==> config.mk <==
export PLATFORM = sky130hd
export DESIGN_NAME = panel_loader_seq
export DESIGN_NICKNAME = d
export VERILOG_FILES = /design/src/rtl/panel_loader_seq.sv
export SDC_FILE = /design/constraint.sdc
export NUM_CORES = 1
export LEC_CHECK = 0
export BUFFER_PORTS_ARGS = -buffer_cell sky130_fd_sc_hd__buf_2
export CAP_MARGIN = 20
export CORE_UTILIZATION = 23
export CTS_BUF_LIST = sky130_fd_sc_hd__clkbuf_4 sky130_fd_sc_hd__clkbuf_8
export DETAILED_ROUTE_END_ITERATION = 6
export PLACE_DENSITY_LB_ADDON = 0.08
export SYNTH_ARGS = -nofsm -noshare
export SYNTH_HDL_FRONTEND = slang
export SYNTH_SLANG_ARGS = --single-unit
==> constraint.sdc <==
create_clock -name clock_i -period 6.37 [get_ports clock_i]
set_input_delay 0.637 -clock clock_i [delete_from_list [all_inputs] [get_ports clock_i]]
set_output_delay 0.637 -clock clock_i [all_outputs]
set_load 0.01 [all_outputs]
==> src/rtl/panel_loader_seq.sv <==
// Front-panel load/run sequencer: deposits a streamed {addr,data} image, loads START_ADDR, runs, reports halt.
// Optional read-back check through the Examine button when PANEL_LOADER_VERIFY_EN is defined.
module panel_loader_seq #(
    parameter int          WORD_W     = 12,
    parameter int          SETUP_CYC  = 10,
    parameter int          PULSE_CYC  = 10,
    parameter int          SETTLE_CYC = 30,
    parameter int unsigned START_ADDR = 'o200
) (
    input  logic              clock_i,
    input  logic              reset_n_i,
    input  logic              start_i,
    input  logic              s_valid_i,
    output logic              s_ready_o,
    input  logic [WORD_W-1:0] s_addr_i,
    input  logic [WORD_W-1:0] s_data_i,
    input  logic              s_last_i,
    output logic [WORD_W:0]   sw_o,
    output logic              btnl_o,
    output logic              btnd_o,
    input  logic              run_led_i,
    output logic              busy_o,
    output logic              done_o,
`ifdef PANEL_LOADER_VERIFY_EN
    output logic              btnc_o,
    input  logic [WORD_W-1:0] led_data_i,
    output logic              err_mismatch_o,
`endif
    output logic [WORD_W:0]   words_loaded_o
);

    localparam int CW = 16;
    localparam logic [CW-1:0]     SETUP_LD  = (SETUP_CYC  > 1) ? CW'(SETUP_CYC  - 1) : '0;
    localparam logic [CW-1:0]     PULSE_LD  = (PULSE_CYC  > 1) ? CW'(PULSE_CYC  - 1) : '0;
    localparam logic [CW-1:0]     SETTLE_LD = (SETTLE_CYC > 1) ? CW'(SETTLE_CYC - 1) : '0;
    localparam logic [WORD_W-1:0] START_W   = WORD_W'(START_ADDR);

    // VPC_* / EX_* are only reachable with the read-back check enabled.
    typedef enum logic [4:0] {
        S_IDLE, S_ACCEPT,
        S_ADDR_SETUP, S_ADDR_PULSE, S_ADDR_SETTLE,
        S_DATA_SETUP, S_DATA_PULSE, S_DATA_SETTLE,
        S_PC_SETUP, S_PC_PULSE, S_PC_SETTLE,
        S_RUN_WAIT, S_RUN, S_DONE,
        S_VPC_SETUP, S_VPC_PULSE, S_VPC_SETTLE,
        S_EX_SETUP, S_EX_PULSE, S_EX_SETTLE
    } state_t;

    state_t              state_q, state_d;
    logic [CW-1:0]       cnt_q, cnt_load;
    logic                tc;
    logic [WORD_W-1:0]   addr_q, data_q, next_pc_q;
    logic                last_q, pc_valid_q, run_led_q;
    logic [WORD_W:0]     words_q;
`ifdef PANEL_LOADER_VERIFY_EN
    logic                err_q;
`endif

    assign tc = (cnt_q == '0);

    always_ff @(posedge clock_i or negedge reset_n_i) begin
        if (!reset_n_i) state_q <= S_IDLE;
        else            state_q <= state_d;
    end

    always_comb begin
        state_d = state_q;
        case (state_q)
            S_IDLE:        if (start_i) state_d = S_ACCEPT;
            S_ACCEPT:      if (s_valid_i)
                               state_d = (pc_valid_q && s_addr_i == next_pc_q) ? S_DATA_SETUP
                                                                                : S_ADDR_SETUP;
            S_ADDR_SETUP:  if (tc) state_d = S_ADDR_PULSE;
            S_ADDR_PULSE:  if (tc) state_d = S_ADDR_SETTLE;
            S_ADDR_SETTLE: if (tc) state_d = S_DATA_SETUP;
            S_DATA_SETUP:  if (tc) state_d = S_DATA_PULSE;
            S_DATA_PULSE:  if (tc) state_d = S_DATA_SETTLE;
`ifdef PANEL_LOADER_VERIFY_EN
            S_DATA_SETTLE: if (tc) state_d = S_VPC_SETUP;
`else
            S_DATA_SETTLE: if (tc) state_d = last_q ? S_PC_SETUP : S_ACCEPT;
`endif
            S_VPC_SETUP:   if (tc) state_d = S_VPC_PULSE;
            S_VPC_PULSE:   if (tc) state_d = S_VPC_SETTLE;
            S_VPC_SETTLE:  if (tc) state_d = S_EX_SETUP;
            S_EX_SETUP:    if (tc) state_d = S_EX_PULSE;
            S_EX_PULSE:    if (tc) state_d = S_EX_SETTLE;
            S_EX_SETTLE:   if (tc) state_d = last_q ? S_PC_SETUP : S_ACCEPT;
            S_PC_SETUP:    if (tc) state_d = S_PC_PULSE;
            S_PC_PULSE:    if (tc) state_d = S_PC_SETTLE;
            S_PC_SETTLE:   if (tc) state_d = S_RUN_WAIT;
            S_RUN_WAIT:    if (run_led_i) state_d = S_RUN;
            S_RUN:         if (run_led_q && !run_led_i) state_d = S_DONE;
            S_DONE:        state_d = S_IDLE;
            default:       state_d = S_IDLE;
        endcase
    end

    // One shared phase timer, reloaded on every state change.
    always_comb begin
        cnt_load = '0;
        case (state_d)
            S_ADDR_SETUP, S_DATA_SETUP, S_PC_SETUP, S_VPC_SETUP, S_EX_SETUP:
                cnt_load = SETUP_LD;
            S_ADDR_PULSE, S_DATA_PULSE, S_PC_PULSE, S_VPC_PULSE, S_EX_PULSE:
                cnt_load = PULSE_LD;
            S_ADDR_SETTLE, S_DATA_SETTLE, S_PC_SETTLE, S_VPC_SETTLE, S_EX_SETTLE:
                cnt_load = SETTLE_LD;
            default: cnt_load = '0;
        endcase
    end

    always_ff @(posedge clock_i or negedge reset_n_i) begin
        if (!reset_n_i)              cnt_q <= '0;
        else if (state_d != state_q) cnt_q <= cnt_load;
        else if (!tc)                cnt_q <= cnt_q - CW'(1);
    end

    always_ff @(posedge clock_i or negedge reset_n_i) begin
        if (!reset_n_i) begin
            addr_q     <= '0;
            data_q     <= '0;
            last_q     <= 1'b0;
            next_pc_q  <= '0;
            pc_valid_q <= 1'b0;
            words_q    <= '0;
            run_led_q  <= 1'b0;
`ifdef PANEL_LOADER_VERIFY_EN
            err_q      <= 1'b0;
`endif
        end else begin
            run_led_q <= run_led_i;
            if (state_q == S_IDLE && start_i) begin
                words_q    <= '0;
                pc_valid_q <= 1'b0;
`ifdef PANEL_LOADER_VERIFY_EN
                err_q      <= 1'b0;
`endif
            end
            if (state_q == S_ACCEPT && s_valid_i) begin
                addr_q <= s_addr_i;
                data_q <= s_data_i;
                last_q <= s_last_i;
            end
            // Panel auto-increments its PC on deposit; wrap to 0 counts as sequential.
            if (state_q == S_DATA_PULSE && tc) begin
                words_q    <= words_q + (WORD_W+1)'(1);
                next_pc_q  <= addr_q + WORD_W'(1);
                pc_valid_q <= 1'b1;
            end
`ifdef PANEL_LOADER_VERIFY_EN
            if (state_q == S_EX_SETTLE && tc && led_data_i != data_q)
                err_q <= 1'b1;
`endif
        end
    end

    always_comb begin
        sw_o   = '0;
        btnl_o = 1'b0;
        btnd_o = 1'b0;
`ifdef PANEL_LOADER_VERIFY_EN
        btnc_o = 1'b0;
`endif
        case (state_q)
            S_ADDR_SETUP, S_ADDR_SETTLE: sw_o = {1'b0, addr_q};
            S_ADDR_PULSE: begin sw_o = {1'b0, addr_q}; btnl_o = 1'b1; end
            S_DATA_SETUP, S_DATA_SETTLE: sw_o = {1'b0, data_q};
            S_DATA_PULSE: begin sw_o = {1'b0, data_q}; btnd_o = 1'b1; end
            S_VPC_SETUP, S_VPC_SETTLE, S_EX_SETUP, S_EX_SETTLE: sw_o = {1'b0, addr_q};
            S_VPC_PULSE:  begin sw_o = {1'b0, addr_q}; btnl_o = 1'b1; end
            S_EX_PULSE: begin
                sw_o = {1'b0, addr_q};
`ifdef PANEL_LOADER_VERIFY_EN
                btnc_o = 1'b1;
`endif
            end
            S_PC_SETUP, S_PC_SETTLE: sw_o = {1'b0, START_W};
            S_PC_PULSE:   begin sw_o = {1'b0, START_W}; btnl_o = 1'b1; end
            S_RUN_WAIT, S_RUN: sw_o = {1'b1, START_W};
            default: sw_o = '0;
        endcase
    end

    assign s_ready_o      = (state_q == S_ACCEPT);
    assign busy_o         = (state_q != S_IDLE);
    assign done_o         = (state_q == S_DONE);
    assign words_loaded_o = words_q;
`ifdef PANEL_LOADER_VERIFY_EN
    assign err_mismatch_o = err_q;
`endif

endmodule

==> reports/metrics.cfg, run 1 <==
[clocking]
clock-sinks = 73
cts_buffers = 9
cts_root_buf = clkbuf_8
cts-htree-levels = 3
ctsLongestPathBuffers = 2
cts.hold.buffers_added = 0
postCtsSetupBuffers = 0
clk_pin_slew_worst_paths_ns = 0.08
cts-resized-gates = 0
insertion_delay_ns = 0.36
cts_tree = done

[power_and_ir_drop]
internal-power_w = 0.000712
p_comb_share_pct = 3.1
powerDensity_nw_per_um2 = 187
p_total_w = 0.000909
leakagePower_nw = 2.14
p_switching_w = 0.000196
p_seq_share_pct = 51.0
pwr-share-clk_pct = 45.9
p_sw_share_pct = 21.6
peakVddDrop_uv = 79.2

[cells_and_area]
area_delta_synth_final_pct = 19.2
diodes = 0
fin_area_um2 = 4860
drive_above_1_share_pct = 27.0
nNetsFinal = 497

[worst_hold_path]
hold_class = in -> async

[drt]
wl_met2_um = 5250
drt-met1-wl_um = 5270
dr_total_vias = 3195
dr.pass1.iters = 4
first_iter_violations = 97
drtAntennaViolNets = 0
dr_wl_met3_um = 466
routed_wl_um = 11100
via_per_inst = 4.62
routed.top_layer = met4
wire_per_inst_um = 16.1
drcViolationCount = 0

[grt]
grt_usage_pct = 13.0
grt_pass1_wl_um = 18000
grt_max_degree = 74
grt_pass1_vias = 3291
gr-total-overflow = 0
antenna_found_initial = 0

[placement]
hpwl_um = 7680
portBuffers = 60
dpl_worst_slack_ns = 2.87
routabilityCongestion = 0.767
dpl-instance-area_um2 = 4590

[sta]
setup_viol_count_final = 0
fin_crit_sh_pct = 54.7
grt_setup_unrepaired = no
tightest_slew_ns = 0.981
fmaxAchievable_mhz = 287
setup-tns-final_ns = 0
max-slew-margin-rel_pct = 33.8
fin_skew_ns = 0.00732
hold_viol_final = 0
min_period_ns = 3.48
setup_slack_ns = 2.89
slew_violations = 0

[synth]
synth_top_area_share_pct = 44.8
synth_cells = 408
synth.distinct_cells = 59
synth_edf_count = 0
syn_area_per_cell_um2 = 9.99
yosys_register_bits = 73
synth_area_um2 = 4080
async_flop_share_pct = 100
synth_warnings = 0
ys.flop_type = dfrtp_1
ys_seq_area_share_pct = 44.8
synth.net_count = 443
synth.area.top_cells = dfrtp_1 (45%), mux2_2 (7.2%), xnor2_1 (4.7%), o21ai_0 (4.1%), nand2_1 (3.9%)
synth_largest_area_cell = dfrtp_1

[setup_path]
cp-startpoint = cnt_q[0]$_DFFE_PN0P_
cp_top_family = compound AO/OA/AOI/OAI gates
r2r_start = cnt_q[0]$_DFFE_PN0P_
cp_slowest_cell = a2111oi_0
slowest_delay_ns = 0.60
ff2ff_setup_slack_ns = 2.89
endpoint_kind = flip-flop
reg2reg_depth = 9
r2r-end = cnt_q[0]$_DFFE_PN0P_
cp_data_required_time_ns = 6.65
arrival_ns = 3.77
cp_num_cells = 9
start_kind = flip-flop
crit_chain = inv_1, ha_1, nor3b_2, nand4_1, a2111oi_0, a22oi_1, and3b_1, o211ai_4, mux2i_1
crit_type = reg -> reg
path_buf_inv = 1
critical_path.endpoint = cnt_q[0]$_DFFE_PN0P_
cp_max_fo = 16

[floorplanning]
fp-row-count = 48
die_y_um = 135
io_pins = 61
coreArea_um2 = 17300
fp.dieW_um = 135
dieArea_um2 = 18300
start_util_pct = 23.6

[outcome]
status = finished, final reports clean

[job]
max-cap-violations = 0

[area by class of cell]
cell class,instances,area (um^2)
repair buffers,65,380
clock inverters,3,65.1
clock buffers,12,153
flip-flops and latches,73,1830
well taps,225,282
inverters,8,30.0
multi-input cells,305,2120
fillers,1866,12400
[cells in the final DEF, fill, tap and decap left out, types with 2 or more instances in the layout]
master,n
o21ai_0,33
o21ai_1,3
dfrtp_1,73
buf_16,2
xnor2_1,22
mux2i_1,7
a22oi_1,3
o22ai_1,2
nand2b_1,4
nand4_1,8
nor2b_1,5
a211oi_1,2
clkbuf_4,2
and2_1,4
o31ai_1,2
xor2_1,13
nor3b_1,3
buf_2,59
bufinv_16,2
buf_4,4
nor4_1,6
nand3b_1,2
nand3_1,21
o31a_1,2
nand2_1,42
a22o_1,11
nor3_1,7
and3_1,9
clkbuf_8,10
nor4_4,2
ha_1,5
inv_1,8
nor2_1,19
nor2_2,10
mux2_2,26
a21oi_1,5
a31oi_1,2
[logic make-up (layout without fill, tap and decap cells)]
| family | count (synthesis) | in the layout | synth area share (%) |
|---|---|---|---|
| xor gates and xnor gates | 36 | 36 | 7.92 |
| AOI/OAI and AO/OA | 79 | 79 | 13.5 |
| and+or+nand+nor | 152 | 152 | 20.3 |
| muxes | 33 | 33 | 8.90 |
| DFF | 73 | 73 | 44.8 |
| adders and majority gates | 5 | 5 | 1.53 |
| buffers and inverters | 30 | 88 | 3.10 |
[power by group through the flow]
stage                     combinational [W]  clock, W  sequential [W]
after floorplan                  0.00000425         0        0.000473
after global placement            0.0000274         0        0.000473
after detailed placement          0.0000275         0        0.000473
after CTS                         0.0000275  0.000442        0.000463
after global routing              0.0000324  0.000458        0.000463
final                             0.0000279  0.000417        0.000463
[metal layers]
metal / track usage, % / up-vias
li1: - / 1560
met1: 16.5 / 1569
met2: 21.2 / 60
met3: 4.26 / 6
met4: 3.37 / 0
met5: 0 / -
[synth_stat cells, types with 6 or more instances]
cell type and instances:
nor2_1 19, xnor2_1 22, nand2_1 42, a22o_1 11
xor2_1 13, clkbuf_1 16, nor4_1 6, nor3_1 7
nand4_1 8, nand3_1 21, mux2_2 26, and3_1 9
dfrtp_1 73, inv_1 8, mux2i_1 7, o21ai_0 33
nor2_2 10
[worst min path at each step]
stage                                  end  cells past startpoint  slack, ns
floorplan            addr_q[0]$_DFFE_PN0P_                      0       0.34
finish               cnt_q[13]$_DFFE_PN0P_                      1       0.18
detailed placement  pc_valid_q$_DFFE_PN0P_                      2       0.47
CTS                    run_led_q$_DFF_PN0_                      1       0.41
global placement    pc_valid_q$_DFFE_PN0P_                      2       0.46
global route         cnt_q[13]$_DFFE_PN0P_                      1       0.17
[metrics by stage]
stage	hold WS (ns)	std cells	utilization [%]
after floorplan	0.341	408	-
after global placement	0.463	674	26.5
after detailed placement	0.468	674	26.5
after CTS	0.410	689	27.8
after global routing	0.173	691	28.1
final	0.179	691	28.1
[registers in the layout, summed over array words and instances (netlist names)]
name	cells
pc_valid_q	1
cnt_q	16
addr_q	12
data_q	12
state_q	5
last_q	1
run_led_q	1
next_pc_q	12
words_loaded_o	13
Note: power is estimated with default switching activity, not from simulation.
==> run 2: changes to the inputs <==
- ABC_AREA: unset -> 1
- clock period: 6.37 -> 3.5 ns (I/O delays scaled with it)
==> reports/metrics.cfg, run 2 <==
[outcome]
status = finished, final reports clean

[synth]
synth_compound_area_share_pct = 9.29
ys.flop_type = dfrtp_1
synth_area_um2 = 4510
syn_area_per_cell_um2 = 6.98
synth.distinct_cells = 39
synth_cells = 646
synthSimpleGateAreaFrac_pct = 35.9
yosysMostFrequentCell = nand2_1
synth.area.mux_share_pct = 0.444
synth_top_area_share_pct = 40.5
synth.area.top_cells = dfrtp_1 (40%), nand2_1 (18%), inv_1 (6.4%), nor2_1 (5.8%), o21ai_0 (5.5%)
ys_seq_area_share_pct = 40.5
async_flop_share_pct = 100
synth_edf_count = 0
synth_commonest_cells = nand2_1 (211), inv_1 (77), dfrtp_1 (73), nor2_1 (70), o21ai_0 (50)
synth_warnings = 0
synth_top_family_by_area = simple AND/OR/NAND/NOR gates
synthAdderAreaFrac_pct = 1.39
synth_xor_area_share_pct = 4.08
synth_largest_area_cell = dfrtp_1
yosys_register_bits = 73
synth.net_count = 681

[power_and_ir_drop]
powerDensity_nw_per_um2 = 667
p_switching_w = 0.00164
pwr-share-clk_pct = 18.7
p_sw_share_pct = 46.2
internal-power_w = 0.00191
p_comb_share_pct = 46.2
leakagePower_nw = 2.74
p_total_w = 0.00356
peakVddDrop_uv = 252
p_seq_share_pct = 35.1

[setup_path]
cp_max_fo = 12
start_kind = flip-flop
slowest_delay_ns = 0.58
crit_chain = inv_1, nand2_1, nor2_1, inv_1, nand3_1, a311oi_1, buf_4, o2111ai_1, buf_2
path_buf_inv = 4
cp_data_required_time_ns = 3.15
cp_slowest_cell = dfrtp_1
r2r-end = cnt_q[3]$_DFFE_PN0P_
cp_top_family = buffers and inverters
ff2ff_setup_slack_ns = 0.85
cpMostUsedCell = inv_1
endpoint_kind = output pin
reg2reg_depth = 14
arrival_ns = 2.34
crit_type = reg -> out
r2r_start = state_q[1]$_DFF_PN0_

[sta]
fin_skew_ns = 0.0118
slew_violations = 0
setup_viol_count_final = 0
hold_viol_final = 0
grt_setup_unrepaired = no
fin_crit_sh_pct = 77.0
whs_ns = 0.123
min_period_ns = 2.69
setup-tns-final_ns = 0
fmaxAchievable_mhz = 371
max-slew-margin-rel_pct = 38.9
tightest_slew_ns = 0.913

[clocking]
insertion_delay_ns = 0.37
ctsLongestPathBuffers = 2
clk_pin_slew_worst_paths_ns = 0.08
clock-sinks = 73
cts_tree = done
cts.hold.buffers_added = 0
postCtsSetupBuffers = 0
cts_buffers = 9
cts_root_buf = clkbuf_8
cts-resized-gates = 0
cts-htree-levels = 3

[drt]
dr_total_vias = 4272
via_per_inst = 4.38
drcViolationCount = 0
dr.pass1.iters = 5
wire_per_inst_um = 14.4
drtAntennaViolNets = 0
routed_wl_um = 14100
first_iter_violations = 276

[floorplanning]
dieArea_um2 = 20200
start_util_pct = 23.8
coreArea_um2 = 19000
fp-row-count = 50
die_y_um = 142
fp.dieW_um = 142
io_pins = 61

[placement]
hpwl_um = 10700
dpl.cell_count = 958
portBuffers = 60
routabilityCongestion = 0.937

[job]
max-cap-violations = 0

[worst_hold_path]
min_to = run_led_q$_DFF_PN0_
min_path_cells = 1
hold_class = in -> reg
hp-start = run_led_i

[cells_and_area]
area_delta_synth_final_pct = 18.2
nNetsFinal = 746
fin_cells = 976
layout.cells.most_common_list = nand2_1 (211), inv_1 (77), dfrtp_1 (73)
final_common_cell = nand2_1
largest_register_ffs = 16
top_register = cnt_q
drive_above_1_share_pct = 17.0
diodes = 0

[grt]
grt_max_degree = 74
gr-total-overflow = 0
grt_usage_pct = 14.9
antenna_found_initial = 0
grt_pass1_wl_um = 22700
grt_pass1_vias = 4231

## run 2: worst max-delay path by stage
stage / startpoint / end / cells past startpoint
6_report: state_q[0]$_DFF_PN0_ / sw_o[7] / 9
3_5_place_dp: state_q[1]$_DFF_PN0_ / cnt_q[3]$_DFFE_PN0P_ / 14
4_1_cts: state_q[4]$_DFF_PN0_ / sw_o[7] / 6
3_3_place_gp: state_q[0]$_DFF_PN0_ / cnt_q[3]$_DFFE_PN0P_ / 15
2_1_floorplan: cnt_q[0]$_DFFE_PN0P_ / cnt_q[2]$_DFFE_PN0P_ / 16
5_1_grt: state_q[4]$_DFF_PN0_ / sw_o[7] / 6
## run 2: cell families (layout without fill, tap and decap cells)
logic type | after synthesis | count (layout)
buffers and inverters | 97 | 167
AOI/OAI and AO/OA | 75 | 75
muxes | 2 | 2
and+or+nand+nor | 373 | 373
adders and majority gates | 5 | 5
DFF | 73 | 73
xor gates and xnor gates | 21 | 21
## run 2: power groups by stage
stage	clock network [W]	registers, W	logic [W]
6_report	0.000665	0.00125	0.00164
5_1_grt	0.000736	0.00128	0.00188
4_1_cts	0.000694	0.00125	0.00167
3_5_place_dp	0	0.00126	0.00167
3_3_place_gp	0	0.00126	0.00168
2_1_floorplan	0	0.00119	0.00125
## run 2: area by class of cell
| type | instances | area (um^2) |
|---|---|---|
| fill | 2076 | 13600 |
| multi-input combinational | 476 | 2300 |
| sequential | 73 | 1830 |
| timing repair buffer | 66 | 370 |
| tap | 260 | 325 |
| inverter | 85 | 319 |
| clock buffer | 14 | 174 |
| clock inverter | 2 | 12.5 |
## run 2: per-layer routing
layer	part of all wire, %	GRT usage (%)	vias to the layer above
met4	1.6	4.47	0
li1	-	-	2164
met3	5.1	4.31	12
met2	46	24.6	119
met5	0	0	-
met1	48	18.8	1977
## run 2: per-stage QoR
stage	worst slack (ns)	util, %	cell area, um^2
3_5_place_dp	0.848	27.0	5110
3_3_place_gp	0.835	27.0	5110
2_1_floorplan	1.37	-	4510
5_1_grt	0.560	28.1	5330
4_1_cts	0.715	27.9	5300
6_report	0.806	28.1	5330
